**src/rtl/sc_io_mmio.sv**
```systemverilog
// sc_io_mmio: memory-mapped I/O responder for the single-cycle CPU.
//
// Decodes the 0x80-0xFF window and services word loads/stores to the switch,
// key, key-event, LED, 7-segment, timer, timer-compare and timer-status
// registers. Board inputs are double-flop synchronised; keys are debounced
// and produce sticky press events. A free-running timer raises a sticky
// match flag when it equals the compare register.
//
// Ports:
//   clock    - system clock, rising edge
//   resetn   - asynchronous active-low reset
//   addr     - byte address (ALU result); addr[6:2] selects the register
//   datain   - store data
//   we / re  - store / load strobes (wmem / m2reg)
//   io_sel   - high when addr lies in 0x80-0xFF
//   dataout  - combinational load data, zero unless re & io_sel
//   sw_in    - raw slide switches (asynchronous)
//   key_in   - raw push buttons, active-low (asynchronous)
//   led_out  - LED register
//   hex_out  - six 4-bit digits for the 7-segment decoders
//   irq      - OR of all key-event bits and the timer match flag
//
// DEB_CYCLES must be at least 2 and 2**CNT_W must exceed DEB_CYCLES.
module sc_io_mmio #(
  parameter int unsigned DEB_CYCLES = 16,
  parameter int unsigned CNT_W      = 5
) (
  input  logic        clock,
  input  logic        resetn,
  input  logic [31:0] addr,
  input  logic [31:0] datain,
  input  logic        we,
  input  logic        re,
  output logic        io_sel,
  output logic [31:0] dataout,
  input  logic [9:0]  sw_in,
  input  logic [3:0]  key_in,
  output logic [9:0]  led_out,
  output logic [23:0] hex_out,
  output logic        irq
);

  localparam logic [4:0] RegSw    = 5'd0;
  localparam logic [4:0] RegKey   = 5'd1;
  localparam logic [4:0] RegKevt  = 5'd2;
  localparam logic [4:0] RegLed   = 5'd3;
  localparam logic [4:0] RegHex   = 5'd4;
  localparam logic [4:0] RegTimer = 5'd5;
  localparam logic [4:0] RegTcmp  = 5'd6;
  localparam logic [4:0] RegTstat = 5'd7;

  localparam logic [CNT_W-1:0] CntLast = CNT_W'(DEB_CYCLES - 1);

  logic [9:0]             sw_s1_q, sw_s1_d, sw_s2_q, sw_s2_d;
  logic [3:0]             key_s1_q, key_s1_d, key_s2_q, key_s2_d;
  logic [3:0]             key_db_q, key_db_d;
  logic [3:0][CNT_W-1:0]  cnt_q, cnt_d;
  logic [3:0]             kevt_q, kevt_d;
  logic [9:0]             led_q, led_d;
  logic [23:0]            hex_q, hex_d;
  logic [31:0]            timer_q, timer_d;
  logic [31:0]            tcmp_q, tcmp_d;
  logic                   tstat_q, tstat_d;

  logic [4:0]  idx;
  logic        wr;
  logic [3:0]  key_s;
  logic [3:0]  key_rise;
  logic [31:0] rdata;
  logic        unused_addr;

  assign io_sel      = (addr[31:7] == 25'h1);
  assign idx         = addr[6:2];
  assign wr          = we & io_sel;
  assign unused_addr = ^addr[1:0];

  // Keys are active-low on the board; after sync, 1 means pressed.
  assign key_s = ~key_s2_q;

  always_comb begin
    sw_s1_d  = sw_in;
    sw_s2_d  = sw_s1_q;
    key_s1_d = key_in;
    key_s2_d = key_s1_q;

    key_db_d = key_db_q;
    cnt_d    = '0;
    for (int i = 0; i < 4; i++) begin
      if (key_s[i] != key_db_q[i]) begin
        if (cnt_q[i] == CntLast) begin
          key_db_d[i] = ~key_db_q[i];
        end else begin
          cnt_d[i] = cnt_q[i] + CNT_W'(1);
        end
      end
    end
    key_rise = key_db_d & ~key_db_q;

    // W1C clear first, then set, so a coincident event wins.
    kevt_d = kevt_q;
    if (wr && idx == RegKevt) kevt_d = kevt_d & ~datain[3:0];
    kevt_d = kevt_d | key_rise;

    led_d = led_q;
    if (wr && idx == RegLed) led_d = datain[9:0];

    hex_d = hex_q;
    if (wr && idx == RegHex) hex_d = datain[23:0];

    timer_d = timer_q + 32'd1;
    if (wr && idx == RegTimer) timer_d = datain;

    tcmp_d = tcmp_q;
    if (wr && idx == RegTcmp) tcmp_d = datain;

    // Match compares the pre-update timer against the current compare value.
    tstat_d = tstat_q;
    if (wr && idx == RegTstat && datain[0]) tstat_d = 1'b0;
    if (timer_q == tcmp_q) tstat_d = 1'b1;
  end

  always_ff @(posedge clock or negedge resetn) begin
    if (!resetn) begin
      sw_s1_q  <= '0;
      sw_s2_q  <= '0;
      key_s1_q <= '1;
      key_s2_q <= '1;
      key_db_q <= '0;
      cnt_q    <= '0;
      kevt_q   <= '0;
      led_q    <= '0;
      hex_q    <= '0;
      timer_q  <= '0;
      tcmp_q   <= 32'hFFFF_FFFF;
      tstat_q  <= 1'b0;
    end else begin
      sw_s1_q  <= sw_s1_d;
      sw_s2_q  <= sw_s2_d;
      key_s1_q <= key_s1_d;
      key_s2_q <= key_s2_d;
      key_db_q <= key_db_d;
      cnt_q    <= cnt_d;
      kevt_q   <= kevt_d;
      led_q    <= led_d;
      hex_q    <= hex_d;
      timer_q  <= timer_d;
      tcmp_q   <= tcmp_d;
      tstat_q  <= tstat_d;
    end
  end

  // Read mux uses only registered state, so a same-cycle write returns old data.
  always_comb begin
    rdata = '0;
    case (idx)
      RegSw:    rdata = {22'b0, sw_s2_q};
      RegKey:   rdata = {28'b0, key_db_q};
      RegKevt:  rdata = {28'b0, kevt_q};
      RegLed:   rdata = {22'b0, led_q};
      RegHex:   rdata = {8'b0, hex_q};
      RegTimer: rdata = timer_q;
      RegTcmp:  rdata = tcmp_q;
      RegTstat: rdata = {31'b0, tstat_q};
      default:  rdata = '0;
    endcase
  end

  assign dataout = (re & io_sel) ? rdata : 32'h0;
  assign led_out = led_q;
  assign hex_out = hex_q;
  assign irq     = (|kevt_q) | tstat_q;

endmodule

```
**config.mk**
```make
export PLATFORM = sky130hd
export DESIGN_NAME = sc_io_mmio
export DESIGN_NICKNAME = d
export VERILOG_FILES = /design/src/rtl/sc_io_mmio.sv
export SDC_FILE = /design/constraint.sdc
export NUM_CORES = 1
export LEC_CHECK = 0
export BUFFER_PORTS_ARGS = -buffer_cell sky130_fd_sc_hd__buf_4
export CORE_AREA = 2 2 126 128
export CTS_CLUSTER_DIAMETER = 100
export DETAILED_ROUTE_END_ITERATION = 12
export DIE_AREA = 0 0 128 130
export GPL_TIMING_DRIVEN = 0
export PLACE_DENSITY = 0.76
export SYNTH_ARGS = -nofsm -noshare
export SYNTH_HDL_FRONTEND = slang
export SYNTH_SLANG_ARGS = --single-unit
```
**constraint.sdc**
```tcl
create_clock -name clock -period 1.9 [get_ports clock]
set_clock_uncertainty 0.15 [all_clocks]
set_input_delay 0.285 -clock clock [delete_from_list [all_inputs] [get_ports clock]]
set_output_delay 0.285 -clock clock [all_outputs]
set_load 0.01 [all_outputs]
```
## Yosys cells after proc, flatten, opt, wreduce, memory -nomap -nowiden

Index checks and enable logic that the tools add are counted.

| storage, ports and cells | value |
|---|---|
| register bits after elaboration | 155 |
| input port bits | 82 |
| output and inout bits | 68 |
| word-level logic and storage cells | 82 |

| operators by class | value |
|---|---|
| add/sub/neg operators | 5 |
| equal/unequal tests | 17 |
| mux-type cells | 22 |
| bitwise gates (word level) | 13 |
| reduce and logical (&&, ||, !) cells | 10 |

Operator list:

| operator | number |
|---|---|
| one-hot mux 32 bit (8 select lines) | 1 |
| two-way mux 32 bit | 2 |
| two-way mux 5 bit | 8 |
| adder 32 x 1 -> 32 bit, second input constant | 1 |
| equality test 32 bit | 1 |
| equality test 25 x 1 -> 1 bit, second input constant | 1 |
| adder 5 x 1 -> 5 bit, second input constant | 4 |
| equality test 5 x 3 -> 1 bit, second input constant | 4 |
| equality test 5 x 4 -> 1 bit, second input constant | 4 |
| inverter 4 bit | 3 |
| equality test 5 x 2 -> 1 bit, second input constant | 2 |
| two-way mux 1 bit | 10 |
| bitwise AND 4 bit | 2 |
| logical AND 1 bit | 7 |
| equality test 5 x 1 -> 1 bit, second input constant | 1 |
| logical NOT 5 bit | 1 |
| two-way mux 4 bit | 1 |
| inequality test 1 bit | 4 |
| inverter 1 bit | 4 |
| OR 4 bit | 1 |
| OR reduction 4 bit | 1 |
| bitwise AND 1 bit | 2 |
| nonzero test 2 bit | 1 |
| OR 1 bit | 1 |

## Depth between registers and ports, before layout

| logic depth | value |
|---|---|
| depth in word-level cells | 6 |
| mapped depth | 7 |

## Worst setup path after synthesis

No wires, ideal clock.

| timing | value |
|---|---|
| path kind | input to output |
| start | in addr[8] |
| end | out dataout[8] |
| arrival | 1,741 ps |
| path slack | -276 ps |
| cell stages on the path | 6 |
| path buffers | 1 |
| cell sequence | nor4b_2 -> nand4_2 -> nor2_1 -> nand3_1 -> clkbuf_1 -> a21oi_1 |

| between the ends | value |
|---|---|
| word-level cells in the longest chain between the ends | 3 |

RTL lines:

| item | RTL line | text |
|---|---|---|
| start: declaration | 30 | `input logic [31:0] addr,` |
| equality test 25 x 1 -> 1 bit | 72 | `assign io_sel = (addr[31:7] == 25'h1);` |
| net io_sel | 34 | `output logic io_sel,` |
| bitwise AND 1 bit | 168 | `assign dataout = (re & io_sel) ? rdata : 32'h0;` |
| two-way mux 32 bit | 168 |  |
| end: declaration | 35 | `output logic [31:0] dataout,` |

The timed path passes the listed nets, and every way through them passes these cells.

## Worst setup path in the final report

| timing | value |
|---|---|
| start | in addr[25] |
| end | out dataout[9] |

| between the ends | value |
|---|---|
| word-level cells in the longest chain between the ends | 3 |

RTL lines:

| item | RTL line |
|---|---|
| equality test 25 x 1 -> 1 bit | 72 |
| bitwise AND 1 bit | 168 |
| two-way mux 32 bit | 168 |

No other way between the ends.

==> metrics.txt <==
# TYPE chip_impl_metric gauge
chip_impl_info{name="run_status",value="finished with violations"} 1
chip_impl_info{name="violations",value="negative setup slack"} 1
chip_impl_metric{name="tritoncts.num_buffers",unit=""} 17
chip_impl_info{name="cts-root-buf",value="sky130_fd_sc_hd__clkbuf_16"} 1
chip_impl_metric{name="layout_min_cycle_time",unit="ns"} 2.22
chip_impl_metric{name="htreeDepth",unit=""} 4
chip_impl_metric{name="worst-path-buf-inv",unit=""} 3
chip_impl_metric{name="post_route_cells_drive_above_1_share",unit="%"} 50.9
chip_impl_metric{name="routabilityCongestion",unit=""} 0.937
chip_impl_metric{name="drt_wl_total",unit="um"} 25600
chip_impl_metric{name="fp-row-count",unit=""} 46
chip_impl_metric{name="power.total",unit="mW"} 7.39
chip_impl_metric{name="power_frac_seq",unit="%"} 45.9
chip_impl_metric{name="drtIter0Drc",unit=""} 699
chip_impl_metric{name="synth-seq-area-share",unit="%"} 52.2
chip_impl_metric{name="grt_max_degree",unit=""} 101
chip_impl_metric{name="critical_path_arrival",unit="ns"} 1.79
chip_impl_metric{name="synth_cells",unit=""} 668
chip_impl_metric{name="critical-path-max-stage-delay",unit="ns"} 0.36
chip_impl_metric{name="postSynthAreaPerCell",unit="um2"} 11.3
chip_impl_metric{name="clock_sink_count",unit=""} 155
chip_impl_metric{name="netSwitchingFraction",unit="%"} 22.7
chip_impl_metric{name="number_of_warning_messages_in_the_yosys_log",unit=""} 0
chip_impl_metric{name="wl_met1",unit="um"} 9500
chip_impl_metric{name="maximum_buffer_depth_of_the_clock_tree",unit=""} 2
chip_impl_metric{name="final.hold.worst_slack",unit="ns"} 0.198
chip_impl_metric{name="floorplan.die_area",unit="um2"} 16600
chip_impl_metric{name="synth-simple-area-share",unit="%"} 14.4
chip_impl_metric{name="yosys.cell_types.count",unit=""} 43
chip_impl_metric{name="grt_pass1_wl",unit="um"} 36600
chip_impl_info{name="worst_setup_path_startpoint",value="addr[25]"} 1
chip_impl_metric{name="hpwlAfterDp",unit="um"} 14500
chip_impl_metric{name="grt_pass1_vias",unit=""} 7003
chip_impl_info{name="largest_family_of_logic_cells_by_synthesized_area",value="simple AND/OR/NAND/NOR gates"} 1
chip_impl_metric{name="die_w",unit="um"} 128
chip_impl_metric{name="placed_cell_count",unit=""} 1007
chip_impl_metric{name="yosys_register_bits",unit=""} 155
chip_impl_metric{name="place_worst_setup_slack",unit="ns"} -0.731
chip_impl_metric{name="timing.setup.tns",unit="ns"} -15.86
chip_impl_metric{name="peakVddDrop",unit="V"} 0.000701
chip_impl_info{name="route.top_layer_used",value="met4"} 1
chip_impl_metric{name="finalInstanceArea",unit="um2"} 11600
chip_impl_metric{name="share_of_the_synthesized_netlist_area_taken_by_xor_and_xnor_gates",unit="%"} 8.61
chip_impl_metric{name="power_switching",unit="mW"} 1.68
chip_impl_metric{name="cap_viol_max_count",unit=""} 0
chip_impl_metric{name="antenna-diode-count",unit=""} 0
chip_impl_metric{name="initial_core_util",unit="%"} 48.8
chip_impl_info{name="cts_tree",value="built"} 1
chip_impl_metric{name="layout_area_overhead",unit="%"} 53.8
chip_impl_metric{name="pwr_density_cell",unit="nW/um2"} 638
chip_impl_metric{name="timing.final.max_slew_violations",unit=""} 0
chip_impl_metric{name="placed_area",unit="um2"} 9140
chip_impl_metric{name="p_clk_share",unit="%"} 47.3
chip_impl_info{name="critical-path-top-delay-family",value="simple AND/OR/NAND/NOR gates"} 1
chip_impl_metric{name="synth_enable_flop_cells",unit=""} 0
chip_impl_metric{name="clk_pin_slew",unit="ns"} 0.06
chip_impl_metric{name="dr_wl_met2",unit="um"} 12700
chip_impl_metric{name="timing.reg2reg.setup_slack",unit="ns"} -0.09
chip_impl_info{name="slowest_stage",value="sky130_fd_sc_hd__nor4_4"} 1
chip_impl_metric{name="vias",unit=""} 6806
chip_impl_metric{name="firstDrtPassIters",unit=""} 7
chip_impl_info{name="timing.hold.worst.class",value="reg -> reg"} 1
chip_impl_metric{name="detail-route-antenna-nets",unit=""} 0
chip_impl_metric{name="compound_cell_area_share_of_the_yosys_netlist",unit="%"} 8.24
chip_impl_metric{name="cp.required",unit="ns"} 1.46
chip_impl_metric{name="p_comb_share",unit="%"} 6.8
chip_impl_metric{name="y_dimension_of_the_die",unit="um"} 130
chip_impl_info{name="critical_path_class",value="in -> out"} 1
chip_impl_metric{name="p_leak",unit="nW"} 5.11
chip_impl_info{name="worst_r2r_startpoint",value="timer_q[0]"} 1
chip_impl_metric{name="gr-total-overflow",unit=""} 0
chip_impl_metric{name="boundaryPins",unit=""} 150
chip_impl_metric{name="final_core_utilization",unit="%"} 75.1
chip_impl_metric{name="max_slew.worst_pin.slew",unit="ns"} 0.579
chip_impl_metric{name="fmaxAchievable",unit="GHz"} 0.450
chip_impl_metric{name="insertion_delay_of_the_later_clocked_pin_in_the_worst_skew_pair",unit="ns"} 0.43
chip_impl_metric{name="power.internal",unit="mW"} 5.71
chip_impl_metric{name="mappedNetlistNets",unit=""} 755
chip_impl_metric{name="final.period_utilization",unit="%"} 117
chip_impl_metric{name="vias_per_cell",unit=""} 6.02
chip_impl_metric{name="drc",unit=""} 0
chip_impl_metric{name="synth_async_sr_flop_share",unit="%"} 100
chip_impl_metric{name="post_layout_nonfiller_instances",unit=""} 1131
chip_impl_info{name="worst_min_delay_path_startpoint",value="sw_s1_q[4]"} 1
chip_impl_metric{name="io_buffers",unit=""} 146
chip_impl_metric{name="post_drt_wl_per_cell",unit="um"} 22.6
chip_impl_metric{name="finalSetupViolations",unit=""} 118
chip_impl_metric{name="peak_fanout_along_the_critical_path",unit=""} 5
chip_impl_metric{name="muxShareOfSynthArea",unit="%"} 13.0
chip_impl_metric{name="relSlewSlack",unit="%"} 61.4
chip_impl_metric{name="antenna_found_initial",unit=""} 0
chip_impl_metric{name="nNetsFinal",unit=""} 1013
chip_impl_metric{name="grt_usage",unit="%"} 28.8
chip_impl_info{name="rsz0062_at_grt",value="yes"} 1
chip_impl_info{name="crit_end_category",value="output port"} 1
chip_impl_info{name="synthFlopType",value="sky130_fd_sc_hd__dfrtp_1"} 1
chip_impl_metric{name="core_area",unit="um2"} 15400
chip_impl_metric{name="mapped_area",unit="um2"} 7530
chip_impl_metric{name="finalHoldViolations",unit=""} 0
chip_impl_metric{name="fin_ws",unit="ns"} -0.323
chip_impl_metric{name="met3_wirelength",unit="um"} 1980
chip_impl_info{name="crit_chain",value="buf_8, nor4_4, nand3_2, nor2_4, nand3_4, clkbuf_16, a21oi_4, buf_6"} 1
chip_impl_info{name="start_kind",value="primary input"} 1
chip_impl_metric{name="synth_adder_area_share",unit="%"} 0.831
-- per-layer routing --
layer  GRT usage [%]  vias up
met5               0        -
li1                -     2898
met1            33.7     3395
met4            15.6        0
met3            6.27      106
met2            49.8      407
-- cell families (layout without fill, tap and decap cells) --
logic type / count (synthesis) / in the layout
AO/OA/AOI/OAI: 100 / 100
XOR/XNOR: 74 / 74
adder cells (fa/ha/maj): 5 / 5
buffers and inverters: 42 / 312
flip-flops: 155 / 155
multiplexers: 88 / 88
AND/OR/NAND/NOR: 204 / 205
-- worst paths after layout --
path,to,cells after the start
max reg2reg,timer_q[25],8
min reg2reg,sw_s2_q[4],0
min,sw_s2_q[4],0
max,dataout[9],8
min in group asynchronous,hex_out[17],2
max in group asynchronous,timer_q[4],3
-- cell usage in the layout, fill, tap and decap left out, types with 6 or more instances in the layout --
cell,count
sky130_fd_sc_hd__a22oi_1,17
sky130_fd_sc_hd__o21ai_0,8
sky130_fd_sc_hd__nor2_2,18
sky130_fd_sc_hd__mux2_2,47
sky130_fd_sc_hd__and3_1,10
sky130_fd_sc_hd__a21oi_1,30
sky130_fd_sc_hd__nor2_1,41
sky130_fd_sc_hd__a222oi_1,6
sky130_fd_sc_hd__and2_1,9
sky130_fd_sc_hd__buf_6,49
sky130_fd_sc_hd__xor2_1,32
sky130_fd_sc_hd__clkbuf_16,25
sky130_fd_sc_hd__xnor2_1,42
sky130_fd_sc_hd__nor4_4,7
sky130_fd_sc_hd__buf_4,152
sky130_fd_sc_hd__nand3_1,26
sky130_fd_sc_hd__a21oi_4,6
sky130_fd_sc_hd__a21oi_2,18
sky130_fd_sc_hd__dfstp_2,40
sky130_fd_sc_hd__dfrtp_1,107
sky130_fd_sc_hd__dlygate4sd3_1,47
sky130_fd_sc_hd__mux2i_1,19
sky130_fd_sc_hd__mux2_4,20
sky130_fd_sc_hd__nand4_1,20
sky130_fd_sc_hd__clkbuf_1,6
sky130_fd_sc_hd__nand2_1,11
sky130_fd_sc_hd__nor2_4,24
sky130_fd_sc_hd__dfrtp_2,8
-- Yosys cell counts (4+ instances only) --
cell type | n | share of area, %
sky130_fd_sc_hd__nand2_1 | 14 | 0.70
sky130_fd_sc_hd__a21oi_1 | 54 | 3.6
sky130_fd_sc_hd__clkbuf_1 | 21 | 1.0
sky130_fd_sc_hd__nand3_1 | 32 | 2.1
sky130_fd_sc_hd__and2_1 | 13 | 1.1
sky130_fd_sc_hd__nand4_1 | 20 | 1.7
sky130_fd_sc_hd__a22oi_1 | 18 | 1.8
sky130_fd_sc_hd__ha_1 | 5 | 0.83
sky130_fd_sc_hd__nor2_1 | 83 | 4.1
sky130_fd_sc_hd__mux2i_1 | 19 | 2.5
sky130_fd_sc_hd__buf_2 | 11 | 0.73
sky130_fd_sc_hd__xnor2_1 | 42 | 4.9
sky130_fd_sc_hd__dfrtp_1 | 115 | 38
sky130_fd_sc_hd__and3_1 | 11 | 0.91
sky130_fd_sc_hd__dfstp_2 | 40 | 14
sky130_fd_sc_hd__o21ai_0 | 8 | 0.53
sky130_fd_sc_hd__mux2_1 | 4 | 0.60
sky130_fd_sc_hd__nor4_1 | 9 | 0.75
sky130_fd_sc_hd__a222oi_1 | 6 | 0.80
sky130_fd_sc_hd__mux2_2 | 64 | 9.6
sky130_fd_sc_hd__nor3_1 | 4 | 0.27
sky130_fd_sc_hd__xor2_1 | 32 | 3.7
sky130_fd_sc_hd__and4_1 | 4 | 0.47
-- repair_timing --
action / in CTS / in global routing
setup buffers: 43 / 10
endpoints found under the hold margin: 143 / 0
setup endpoints to repair: 109 / 129
hold buffers: 47 / 0
gates resized for setup: 144 / 80
cloned: 6 / 4
pin swaps: 53 / 11
-- power groups by stage --
| stage | combinational (mW) | clock [mW] | sequential (mW) |
|---|---|---|---|
| floorplan | 0.0933 | 0 | 3.44 |
| global placement | 0.336 | 0 | 3.44 |
| detailed placement | 0.358 | 0 | 3.45 |
| CTS | 0.481 | 3.50 | 3.39 |
| global route | 0.537 | 3.66 | 3.40 |
| finish | 0.500 | 3.50 | 3.39 |
-- flip-flops by register name, summed over array words and instances (netlist names) --
name,flops
cnt_q,20
tcmp_q,32
led_out,10
tstat_q,1
key_db_q,4
key_s2_q,4
sw_s1_q,10
sw_s2_q,10
key_s1_q,4
hex_out,24
timer_q,32
kevt_q,4
-- area by class of cell --
cell class / count / area, um2
plain buffers: 24 / 338
clock inverters: 11 / 146
well taps: 192 / 240
inverters: 2 / 7.51
clock buffers: 21 / 450
flip-flops and latches: 155 / 3940
repair buffers: 254 / 2360
multi-input cells: 472 / 4100
fillers: 889 / 3840
(Power assumes the default switching activity.)
